<file path="config.mk">
export PLATFORM = sky130hd
export DESIGN_NAME = lr35902_intctl
export DESIGN_NICKNAME = d
export VERILOG_FILES = /design/src/rtl/lr35902_int_pkg.sv /design/src/rtl/lr35902_int_prio.sv /design/src/rtl/lr35902_intctl.sv
export SDC_FILE = /design/constraint.sdc
export NUM_CORES = 1
export LEC_CHECK = 0
export ABC_AREA = 1
export CELL_PAD_IN_SITES_DETAIL_PLACEMENT = 1
export CELL_PAD_IN_SITES_GLOBAL_PLACEMENT = 1
export CORE_AREA = 2 2 84 62
export CTS_CLUSTER_DIAMETER = 120
export CTS_CLUSTER_SIZE = 40
export DETAILED_ROUTE_END_ITERATION = 16
export DIE_AREA = 0 0 86 64
export PLACE_DENSITY_LB_ADDON = 0.1
export RECOVER_POWER = 50
export SETUP_SLACK_MARGIN = 0.2
export SLEW_MARGIN = 20
export SYNTH_ARGS = -nofsm -noshare
export SYNTH_HDL_FRONTEND = slang
export SYNTH_SLANG_ARGS = --single-unit
</file>
<file path="constraint.sdc">
create_clock -name clk -period 1.2 [get_ports clk]
set_input_delay 0.24 -clock clk [delete_from_list [all_inputs] [get_ports clk]]
set_output_delay 0.24 -clock clk [all_outputs]
set_load 0.01 [all_outputs]
</file>
<file path="src/rtl/lr35902_int_pkg.sv">
// lr35902_int_pkg: shared constants and FSM state type for the interrupt controller
package lr35902_int_pkg;
    localparam int SRC_VBLANK = 0;
    localparam int SRC_STAT   = 1;
    localparam int SRC_TIMER  = 2;
    localparam int SRC_SERIAL = 3;
    localparam int SRC_JOYPAD = 4;
    localparam logic ADR_IF = 1'b0;
    localparam logic ADR_IE = 1'b1;
    typedef enum logic [1:0] {IDLE, REQ, SVC} state_t;
endpackage

</file>
<file path="src/rtl/lr35902_int_prio.sv">
// lr35902_int_prio: lowest-index-first priority encoder over the pending vector
module lr35902_int_prio #(
    parameter int NSRC = 5,
    parameter int IW   = 3
) (
    input  logic [NSRC-1:0] i_pending,
    output logic            o_valid,
    output logic [IW-1:0]   o_idx,
    output logic [NSRC-1:0] o_mask
);
    assign o_valid = |i_pending;
    assign o_mask  = i_pending & (~i_pending + NSRC'(1));
    // scan downwards so the lowest set bit is the last (winning) assignment
    always_comb begin
        o_idx = '0;
        for (int k = NSRC - 1; k >= 0; k--)
            if (i_pending[k]) o_idx = IW'(k);
    end
endmodule

</file>
<file path="src/rtl/lr35902_intctl.sv">
// lr35902_intctl: IF/IE registers, IME and dispatch arbiter; optional wake output under LR35902_INTCTL_WAKE_EN
module lr35902_intctl
    import lr35902_int_pkg::*;
#(
    parameter int         NSRC       = 5,
    parameter logic [7:0] VEC_BASE   = 8'h40,
    parameter int         VEC_STRIDE = 8
) (
    input  logic            clk,
    input  logic            reset_n,
    input  logic [NSRC-1:0] irq_src,
    output logic [7:0]      dout,
    input  logic [7:0]      din,
    input  logic            adr,
    input  logic            read,
    input  logic            write,
    input  logic            ime_set,
    input  logic            ime_clr,
    output logic            int_req,
    output logic [7:0]      int_vec,
    input  logic            int_ack,
    output logic            ime
`ifdef LR35902_INTCTL_WAKE_EN
    ,
    output logic            wake
`endif
);
    localparam int IW = $clog2(NSRC);

    logic [NSRC-1:0] r_if;
    logic [7:0]      r_ie;
    logic [7:0]      r_wdat;
    logic            r_wadr;
    logic            r_wp;
    logic            r_rd_d;
    logic            r_wr_d;
    logic            r_ime;
    logic            r_int_req;
    state_t          r_state;
    logic [NSRC-1:0] w_pend;
    logic [NSRC-1:0] w_mask;
    logic [NSRC-1:0] w_if_wr;
    logic [NSRC-1:0] w_if_nxt;
    logic            w_valid;
    logic            w_ack;
    logic [IW-1:0]   w_idx;

    lr35902_int_prio #(.NSRC(NSRC), .IW(IW)) u_prio (
        .i_pending(w_pend),
        .o_valid  (w_valid),
        .o_idx    (w_idx),
        .o_mask   (w_mask)
    );

    assign w_pend   = r_if & r_ie[NSRC-1:0];
    assign w_ack    = int_ack && (r_state == REQ);
    // write commit, then ack clear, then hardware set: a same-cycle pulse always survives
    assign w_if_wr  = (r_wp && r_wadr == ADR_IF) ? r_wdat[NSRC-1:0] : r_if;
    assign w_if_nxt = (w_if_wr & ~(w_ack ? w_mask : '0)) | irq_src;
    assign int_vec  = (r_state == REQ && w_valid) ? VEC_BASE + 8'(VEC_STRIDE) * 8'(w_idx) : 8'h00;
    assign int_req  = r_int_req;
    assign ime      = r_ime;

    // bus strobe edge detection, register file and IME
    always_ff @(posedge clk or negedge reset_n) begin
        if (!reset_n) begin
            r_rd_d <= 1'b0;
            r_wr_d <= 1'b0;
            r_wp   <= 1'b0;
            r_wadr <= 1'b0;
            r_wdat <= 8'h00;
            dout   <= 8'h00;
            r_if   <= '0;
            r_ie   <= 8'h00;
            r_ime  <= 1'b0;
        end else begin
            r_rd_d <= read;
            r_wr_d <= write;
            r_wp   <= !write && r_wr_d;
            if (!write && r_wr_d) begin
                r_wadr <= adr;
                r_wdat <= din;
            end
            if (read && !r_rd_d)
                dout <= (adr == ADR_IE) ? r_ie : {{(8-NSRC){1'b1}}, r_if};
            if (r_wp && r_wadr == ADR_IE)
                r_ie <= r_wdat;
            r_if  <= w_if_nxt;
            r_ime <= (ime_clr || w_ack) ? 1'b0 : (ime_set ? 1'b1 : r_ime);
        end
    end

    // dispatch FSM; SVC holds off re-request for one cycle after an ack
    always_ff @(posedge clk or negedge reset_n) begin
        if (!reset_n) begin
            r_state   <= IDLE;
            r_int_req <= 1'b0;
        end else begin
            case (r_state)
                IDLE: if (r_ime && w_valid) begin
                    r_state   <= REQ;
                    r_int_req <= 1'b1;
                end
                REQ: if (w_ack) begin
                    r_state   <= SVC;
                    r_int_req <= 1'b0;
                end else if (ime_clr) begin
                    r_state   <= IDLE;
                    r_int_req <= 1'b0;
                end
                SVC: r_state <= IDLE;
                default: begin
                    r_state   <= IDLE;
                    r_int_req <= 1'b0;
                end
            endcase
        end
    end

`ifdef LR35902_INTCTL_WAKE_EN
    logic r_wake;
    // wake tracks any enabled pending source regardless of IME or dispatch state
    always_ff @(posedge clk or negedge reset_n) begin
        if (!reset_n) r_wake <= 1'b0;
        else          r_wake <= |w_pend;
    end
    assign wake = r_wake;
`endif
endmodule

</file>
### After elaboration in Yosys (flattened, before gate mapping)

Index checks and enable logic that the tools add are counted.
W data, S select, Z words.

* muxes and demuxes: 19
* equality and inequality tests: 4
* reduce and logical (&&, ||, !) cells: 15
* bitwise operators: 8
* add/sub/neg operators: 2

Operators with widths (count)
* $mux W8: 2
* $and A5 B5 Y5: 3
* $mux W3: 5
* $mux W5: 2
* $not A5 Y5: 2
* $add A7 B6 Y8 const A: 1
* $logic_and A1 B1 Y1: 7
* $mux W2: 3
* $add A5 B1 Y5 const B: 1
* $mux W1: 5
* $or A5 B5 Y5: 1
* $reduce_or A5 Y1: 1
* $pmux W2 S2: 1
* $ne A3 B3 Y1 const B: 1
* $pmux W1 S3: 1
* $reduce_and A3 Y1: 1
* $eq A2 B1 Y1 const B: 1
* $eq A2 B2 Y1 const B: 1
* $logic_not A1 Y1: 2
* $logic_not A2 Y1: 1
* $ne A2 B2 Y1 const B: 1
* $not A1 Y1: 2
* $reduce_and A2 Y1: 1
* $reduce_bool A2 Y1: 1
* $logic_or A1 B1 Y1: 1

* register bits after elaboration: 37
* word-level logic and storage cells: 59
* output and inout bits: 18
* input bits: 21

### Depth between registers and ports, before layout

Gate-level depths: netlist of run 1.

* depth in word-level cells: 8
* depth in mapped cells: 7
* gate-level depth less buffers: 7

### Modules after synthesis

From an unflattened synthesis of run 1, not the netlist that was laid out.

* cells, all modules: 208
* area total of the unflattened synthesis: 1700.4 sq um

By module, submodules not included
* lr35902_intctl: area each 1621.6 sq um, cells each 190, seq. area each 925.9 sq um, times used 1
* lr35902_int_prio: area each 78.8 sq um, cells each 18, seq. area each 0.0 sq um, times used 1

### Worst setup path after synthesis of run 1

Ideal clock, no wire load.

* path type: reg2out
* start point: register r_ie[2]
* end point: output int_vec[5]
* path buffers: 0
* required time: 960 ps
* arrival time: 969 ps
* slack: -9 ps
* stages on the path, launching flop included: 4
* cell sequence: dfrtp_1 nand2_1 nand2_1 nor4_1

* word-level cells in the longest chain between the ends: 6
* elaborated cells on any way between the ends: 8
* those cells by class: 1 x add/sub; 4 x mux; 1 x bitwise; 2 x reduce/logical

Ends and longest elaborated chain
* start, declared: RTL line lr35902_intctl.sv:31 `logic [7:0] r_ie;`
* start signal, assigned: RTL line lr35902_intctl.sv:87 `r_ie <= r_wdat;`
* $and A5 B5 Y5 *: RTL line lr35902_intctl.sv:55 `assign w_pend = r_if & r_ie[NSRC-1:0];`
* $mux W3 (3 in series): RTL line lr35902_int_prio.sv:17 `if (i_pending[k]) o_idx = IW'(k);`
* $add A7 B6 Y8: RTL line lr35902_intctl.sv:60 `assign int_vec = (r_state == REQ && w_valid) ? VEC_BASE + 8'(VEC_STRIDE) * 8'(w_idx) : 8'h00;`
* $mux W8 *: RTL line lr35902_intctl.sv:60
* end, declared: RTL line lr35902_intctl.sv:20 `output logic [7:0] int_vec,`

Every way passes the cells marked *; elsewhere a longest branch is shown, timed or not.

### Worst setup path after layout of run 1

* start point: register r_ie[2]
* end point: output int_vec[3]

Same word-level chain as after synthesis.

==> run summary, run 1 <==
Status - finished with violations
Violated checks - negative setup slack
Mapped Cells - 185
Worst Skew - 8.493 ps
Num CTS Buffers - 5
Ys flop type - dfrtp_1
H-Tree Depth - 2
Synth warnings - 0
GR Layer Usage met3 - 4.651%
Synth Area in Compound Gates - 8.340%
Endpoints failing hold - 0
Final setup vio count - 12
Cell area after synthesis - 1635 um2
Critical Path Start Type - flop
I/O pin count - 39
Dpl cells - 294
Iteration-0 DRC Markers - 56
Global-route wire length before repair - 8093 um
Sequential share of the synthesized area - 56.62%
Cts hold-fix bufs - 0
Leakage - 1.368 nW
Total power - 4.371 mW
Main combinational cell family by area after synthesis - simple AND/OR/NAND/NOR gates
Critical path's most frequent cell - nand2_1
Worst endpoint required time - 960 ps
Slew @ Worst Pin - 814.0 ps
Worst path slowest cell - dfrtp_1
RSZ-0062 raised after global routing - yes
Worst setup margin - -369.4 ps
Area share of the largest cell type after synthesis - 56.62%
Non-Filler Instances - 335
Area growth syn-to-layout - 68.40%
Vias - 1,590
Fraction of layout cells with a size suffix above 1 - 43.17%
CP Class - reg -> out
Largest net degree at the start of global routing - 38
Root Driver - clkbuf_8
PwrDens - 1587 nW/um2
Slowest stage delay, CP - 400 ps
Final WL - 5499 um
DR WL/cell - 16.41 um
Die Span Y - 64 um
Global routing usage on met2 - 32.66%
Skew-Pair Late Insertion Delay - 290 ps
Post-synth top area cell - dfrtp_1
Final #Nets - 298
ANT nets after route - 0
Reported max-cap violation count - 0
Post-DP HPWL - 3146 um
Drt first pass iters - 4
Post-synthesis simple-gate area fraction - 24.64%
CTS sink count - 37
Core Region - 4651 um2
Critical Path Fanout Max - 3
Cell chain of the critical path - nand2_2 -> nand3_1 -> nand2_1 -> nand2_1 -> nor2_2 -> buf_2
Fin crit period - 1569 ps
Total gr overflow - 0
XOR/XNOR Fraction of Synth Area - 0%
Capturing element type of the critical path - output port
Final worst-path cycle share - 130.8%
Initial antenna violation count - 0
Reg2reg setup slack - -90 ps
Hold Path Class - in -> reg
Number of vias per cell - 4.746
Max Slew Vio Count - 0
Mux share of post-synthesis cell area - 2.066%
Die area - 5504 um2
Synth Register Bits - 37
Max clock buf depth - 2
Synth cell types - 21
Vias in the first global route - 1,706
DRC viols - 0
Gr usage total - 19.20%
Fraction of the mapped netlist area in adder cells - 0%
Post-synth EDFFs - 0
Diodes inserted - 0
Worst slew margin - 45.73%
Async SR Flop Fraction - 100.0%
FP Rows - 21
Core Util, Final - 59.21%
Count of port buffers added during placement - 34
Reg clk slew, reported paths - 70 ps
Synth area leaders - dfrtp_1, nand2_1, o21ai_0
Syn Area/Cell - 8.840 um2
Hold slack - 231.9 ps
Busiest grt layer - met2
Max IR drop VDD - 0.5129 mV
Fmax - 637.2 MHz
Width of the die - 86 um
CTS tree - done
Initial core utilization - 35.16%
M1 GR Usage - 23.75%
Arr. time, crit path - 1330 ps
RD Place Congestion - 0.8391
[routing by layer]
layer | share of wire, % | vias to the layer above | wire length [um]
met4 | 1.0 | 0 | 55
met5 | 0 | - | 0
met1 | 42 | 792 | 2310
li1 | - | 756 | -
met2 | 53 | 37 | 2928
met3 | 3.7 | 5 | 203
[kinds of logic (layout without fill, tap and decap cells)]
kind of cell | Yosys count | after routing
muxes | 3 | 3
other | 1 | 4
AOI/OAI and AO/OA | 26 | 26
buffers and inverters | 28 | 118
DFF | 37 | 37
and+or+nand+nor | 90 | 90
[path summary, 6_finish.rpt]
check,startpoint,to,cells past startpoint
min,read,r_rd_d,1
max,r_ie[2],int_vec[3],6
min reg2reg,r_wdat[7],r_wdat[7],2
max reg2reg,r_state[1],r_if[3],8
min in group asynchronous,reset_n,dout[4],2
max in group asynchronous,reset_n,r_wr_d,2
[timing repair]
action	CTS	global route
pin swaps	11	13
gates cloned	1	0
buffers inserted	17	15
resized for setup	83	28
endpoints found under the setup margin	29	39
[registers in the layout (all words and copies together) (netlist names)]
signal   count
int_req      1
r_wp         1
dout         8
r_ie         8
r_wdat       8
r_if         5
ime          1
r_wr_d       1
r_state      2
r_wadr       1
r_rd_d       1
[cell type report]
class / count / area (um2)
Multi-Input combinational cell: 123 / 784.5
Clock buffer: 7 / 96.34
Timing Repair Buffer: 89 / 789.5
Clock inverter: 1 / 5.005
Sequential cell: 37 / 925.9
Fill cell: 524 / 1897
Inverter: 21 / 81.33
Tap cell: 57 / 71.32
[power breakdown]
group	switching [mW]	internal, mW	total [mW]
clock	0.457	0.519	0.977
combinational	0.848	0.928	1.78
sequential	0.153	1.47	1.62
total	1.46	2.91	4.37
[worst max-delay path: cells and delay by family, from the launching register on]
family        cells  cell delay (ps)
simple gates      5              510
flops             1              400
buf+inv           1              120
[cells in the mapped netlist, types with 2 or more instances]
cell	number
nand2_1	57
dfrtp_1	37
inv_1	21
o21ai_0	16
nor2_1	15
nand2_2	6
a31oi_1	5
buf_4	5
nand3_1	4
a21oi_1	3
mux2_2	3
nand3b_1	2
nor2_4	2
o21ai_1	2
[placed cells by master, fill, tap and decap left out, drive strengths merged]
cell	count
a21oi	3
nand3b	2
a31oi	5
inv	21
mux2	3
nand2	63
o21ai	18
dlygate4sd2	1
nand3	4
nor3	1
nor2	19
dfrtp	37
clkinv	1
buf	69
conb	4
clkdlybuf4s50	19
clkbuf	7
nor4	1
[per-stage QoR]
stage	worst slack (ps)	area, um2	setup TNS (ps)
floorplan	104.4	1682	0
global placement	-397.8	2242	-2371
detailed placement	-443.3	2242	-3125
CTS	-361.2	2514	-1289
global route	-454.6	2754	-2651
finish	-369.4	2754	-1768
No activity file was read; power rests on OpenSTA's default activity.
==> run 2, diff against run 1 <==
--- a/config.mk
+++ b/config.mk
@@ -13,6 +13,7 @@
 export CTS_CLUSTER_SIZE = 40
 export DETAILED_ROUTE_END_ITERATION = 16
 export DIE_AREA = 0 0 86 64
+export GPL_TIMING_DRIVEN = 0
 export PLACE_DENSITY_LB_ADDON = 0.1
 export RECOVER_POWER = 50
 export SETUP_SLACK_MARGIN = 0.2
==> run summary, run 2 (synthesis results as in run 1) <==
Dpl cells - 280 (was 294)
Critical Path Fanout Max - 3 (unchanged)
R2R Path Start - r_state[1] (unchanged)
ANT nets after route - 0 (unchanged)
Worst setup margin - -385.2 ps (was -369.4 ps)
Hold Path Class - in -> reg (unchanged)
RSZ-0062 raised after global routing - yes (unchanged)
Vias in the first global route - 1,575 (was 1,706)
Num CTS Buffers - 5 (unchanged)
Placed Instance Area - 2116 um2 (was 2242 um2)
Final worst-path cycle share - 132.1% (was 130.8%)
FILL cells - 557 (was 524)
Total power - 3.943 mW (was 4.371 mW)
Final setup vio count - 13 (was 12)
CP Class - reg -> out (unchanged)
RD Place Congestion - 0.8316 (was 0.8391)
Gr usage total - 17.28% (was 19.20%)
Hold slack - 226.9 ps (was 231.9 ps)
Worst Skew - 4.571 ps (was 8.493 ps)
I/O pin count - 39 (unchanged)
Width of the die - 86 um (unchanged)
Biggest regs - dout: 8 flops, r_ie: 8 flops, r_wdat: 8 flops (unchanged)
Fraction of layout cells with a size suffix above 1 - 38.20% (was 43.17%)
Max clock buf depth - 2 (unchanged)
DR WL/cell - 14.55 um (was 16.41 um)
Largest net degree at the start of global routing - 24 (was 38)
Area growth syn-to-layout - 52.18% (was 68.40%)
Setup TNS - -2065 ps (was -1768 ps)
Vias - 1,496 (was 1,590)
Capturing element type of the critical path - output port (unchanged)
Root Driver - clkbuf_8 (unchanged)
Reported max-cap violation count - 0 (unchanged)
Non-Filler Instances - 324 (was 335)
Violated checks - negative setup slack (unchanged)
Fmax - 630.8 MHz (was 637.2 MHz)
Max IR drop VDD - 0.6165 mV (was 0.5129 mV)
Hold_sp - read (unchanged)
Multi-input logic area - 714.4 um2 (was 784.5 um2)
CTS tree - done (unchanged)
Core Region - 4651 um2 (unchanged)
H-Tree Depth - 2 (unchanged)
Leakage - 1.260 nW (was 1.368 nW)
Critical Path Start Type - flop (unchanged)
Flip-flop and latch area - 925.9 um2 (unchanged)
Post-DP HPWL - 2918 um (was 3146 um)
Endpoints failing hold - 0 (unchanged)
Number of vias per cell - 4.617 (was 4.746)
Status - finished with violations (unchanged)
R2R cell count - 8 (unchanged)
Max Slew Vio Count - 0 (unchanged)
FP Rows - 21 (unchanged)
Leading cell type in the layout, fill and taps excluded - nand2_1 (unchanged)
Diodes inserted - 0 (unchanged)
Skew-Pair Late Insertion Delay - 280 ps (was 290 ps)
Total gr overflow - 0 (unchanged)
Die Span Y - 64 um (unchanged)
Reg clk slew, reported paths - 70 ps (about the same)
Arr. time, crit path - 1350 ps (was 1330 ps)
Global-route wire length before repair - 7334 um (was 8093 um)
Initial antenna violation count - 0 (unchanged)
Count of port buffers added during placement - 34 (unchanged)
Reg2reg setup slack - -110 ps (was -90 ps)
Initial core utilization - 35.16% (unchanged)
DRC viols - 0 (unchanged)
Final #Nets - 287 (was 298)
Drt first pass iters - 4 (unchanged)
Fin crit period - 1585 ps (was 1569 ps)
PwrDens - 1584 nW/um2 (was 1587 nW/um2)
Die area - 5504 um2 (unchanged)
Commonest cells after routing, fill and taps aside - nand2_1, dfrtp_1, buf_4 (was nand2_1, buf_4, dfrtp_1)
Iteration-0 DRC Markers - 70 (was 56)
WHS Endpoint - r_rd_d (unchanged)
Reg-to-Reg End - r_if[2] (was r_if[3])
Finished layout cell area - 2489 um2 (was 2754 um2)
CTS sink count - 37 (unchanged)
Cells on Worst Hold Path - 1 (unchanged)
Final WL - 4714 um (was 5499 um)
Worst endpoint required time - 960 ps (about the same)
-- run 2: cell count changes in the layout (fill, tap and decap cells not counted), moves of 3 or more --
cell / change
buf_6: -5
buf_12: -3
clkdlybuf4s50_1: -3
a31oi_1: +3
a31oi_4: -3
nor2_4: -3
nand3_2: +3
buf_4: -7
clkbuf_1: +4
-- run 2: what timing repair did --
item / in CTS / in global routing
resized for setup: 75 / 26
pin swaps: 10 / 13
setup buffers: 24 / 10
hold buffers: 1 / 0
hold endpoints to repair: 14 / 0
cloned: 1 / 0
endpoints found under the setup margin: 42 / 34
-- run 2: routing by layer --
| layer | GRT usage [%] | routed length, um | vias to the layer above |
|---|---|---|---|
| met5 | 0 | 0 | - |
| met4 | 3.571 | 34 | 0 |
| met3 | 4.005 | 182 | 4 |
| met2 | 29.26 | 2316 | 32 |
| met1 | 22.64 | 2179 | 728 |
| li1 | - | - | 732 |
-- run 2: critical path: stages, from the launching register on --
cell and delay, ps:
dfrtp_1 400, nand2_2 130, nand3_2 100, nand2_1 110, nand2_1 70, nor2_2 110, buf_2 140
-- run 2: power by group --
part | internal, mW | switching, mW
registers | 1.47 | 0.154
clock network | 0.413 | 0.418
logic | 0.743 | 0.748
total | 2.62 | 1.32
-- run 2: final cells by class --
type                    count  share of cell area [%]
well taps                  57                   2.866
repair buffers             71                   22.83
clock buffers               8                   3.218
inverters                  21                   3.167
flip-flops and latches     37                   37.20
plain buffers               7                   2.011
multi-input cells         123                   28.71
-- run 2: how the worst max path moves through the flow --
stage	from	endpoint	slack [ps]	cells after the start
CTS	r_if[2]	int_vec[3]	-350	7
finish	r_ie[2]	int_vec[3]	-390	6
global route	r_ie[2]	int_vec[3]	-440	6
detailed placement	r_if[0]	int_vec[3]	-500	7
global placement	reset_n	r_wdat[4]	-920	1
floorplan	r_if[0]	int_vec[3]	100	6
-- run 2: stage by stage --
| step | setup slack (ps) | utilization, % |
|---|---|---|
| 2_1_floorplan | 104.4 | - |
| 3_3_place_gp | -919.3 | 45.01 |
| 3_5_place_dp | -499.3 | 45.49 |
| 4_1_cts | -354.8 | 51.01 |
| 5_1_grt | -436.2 | 53.51 |
| 6_report | -385.2 | 53.51 |
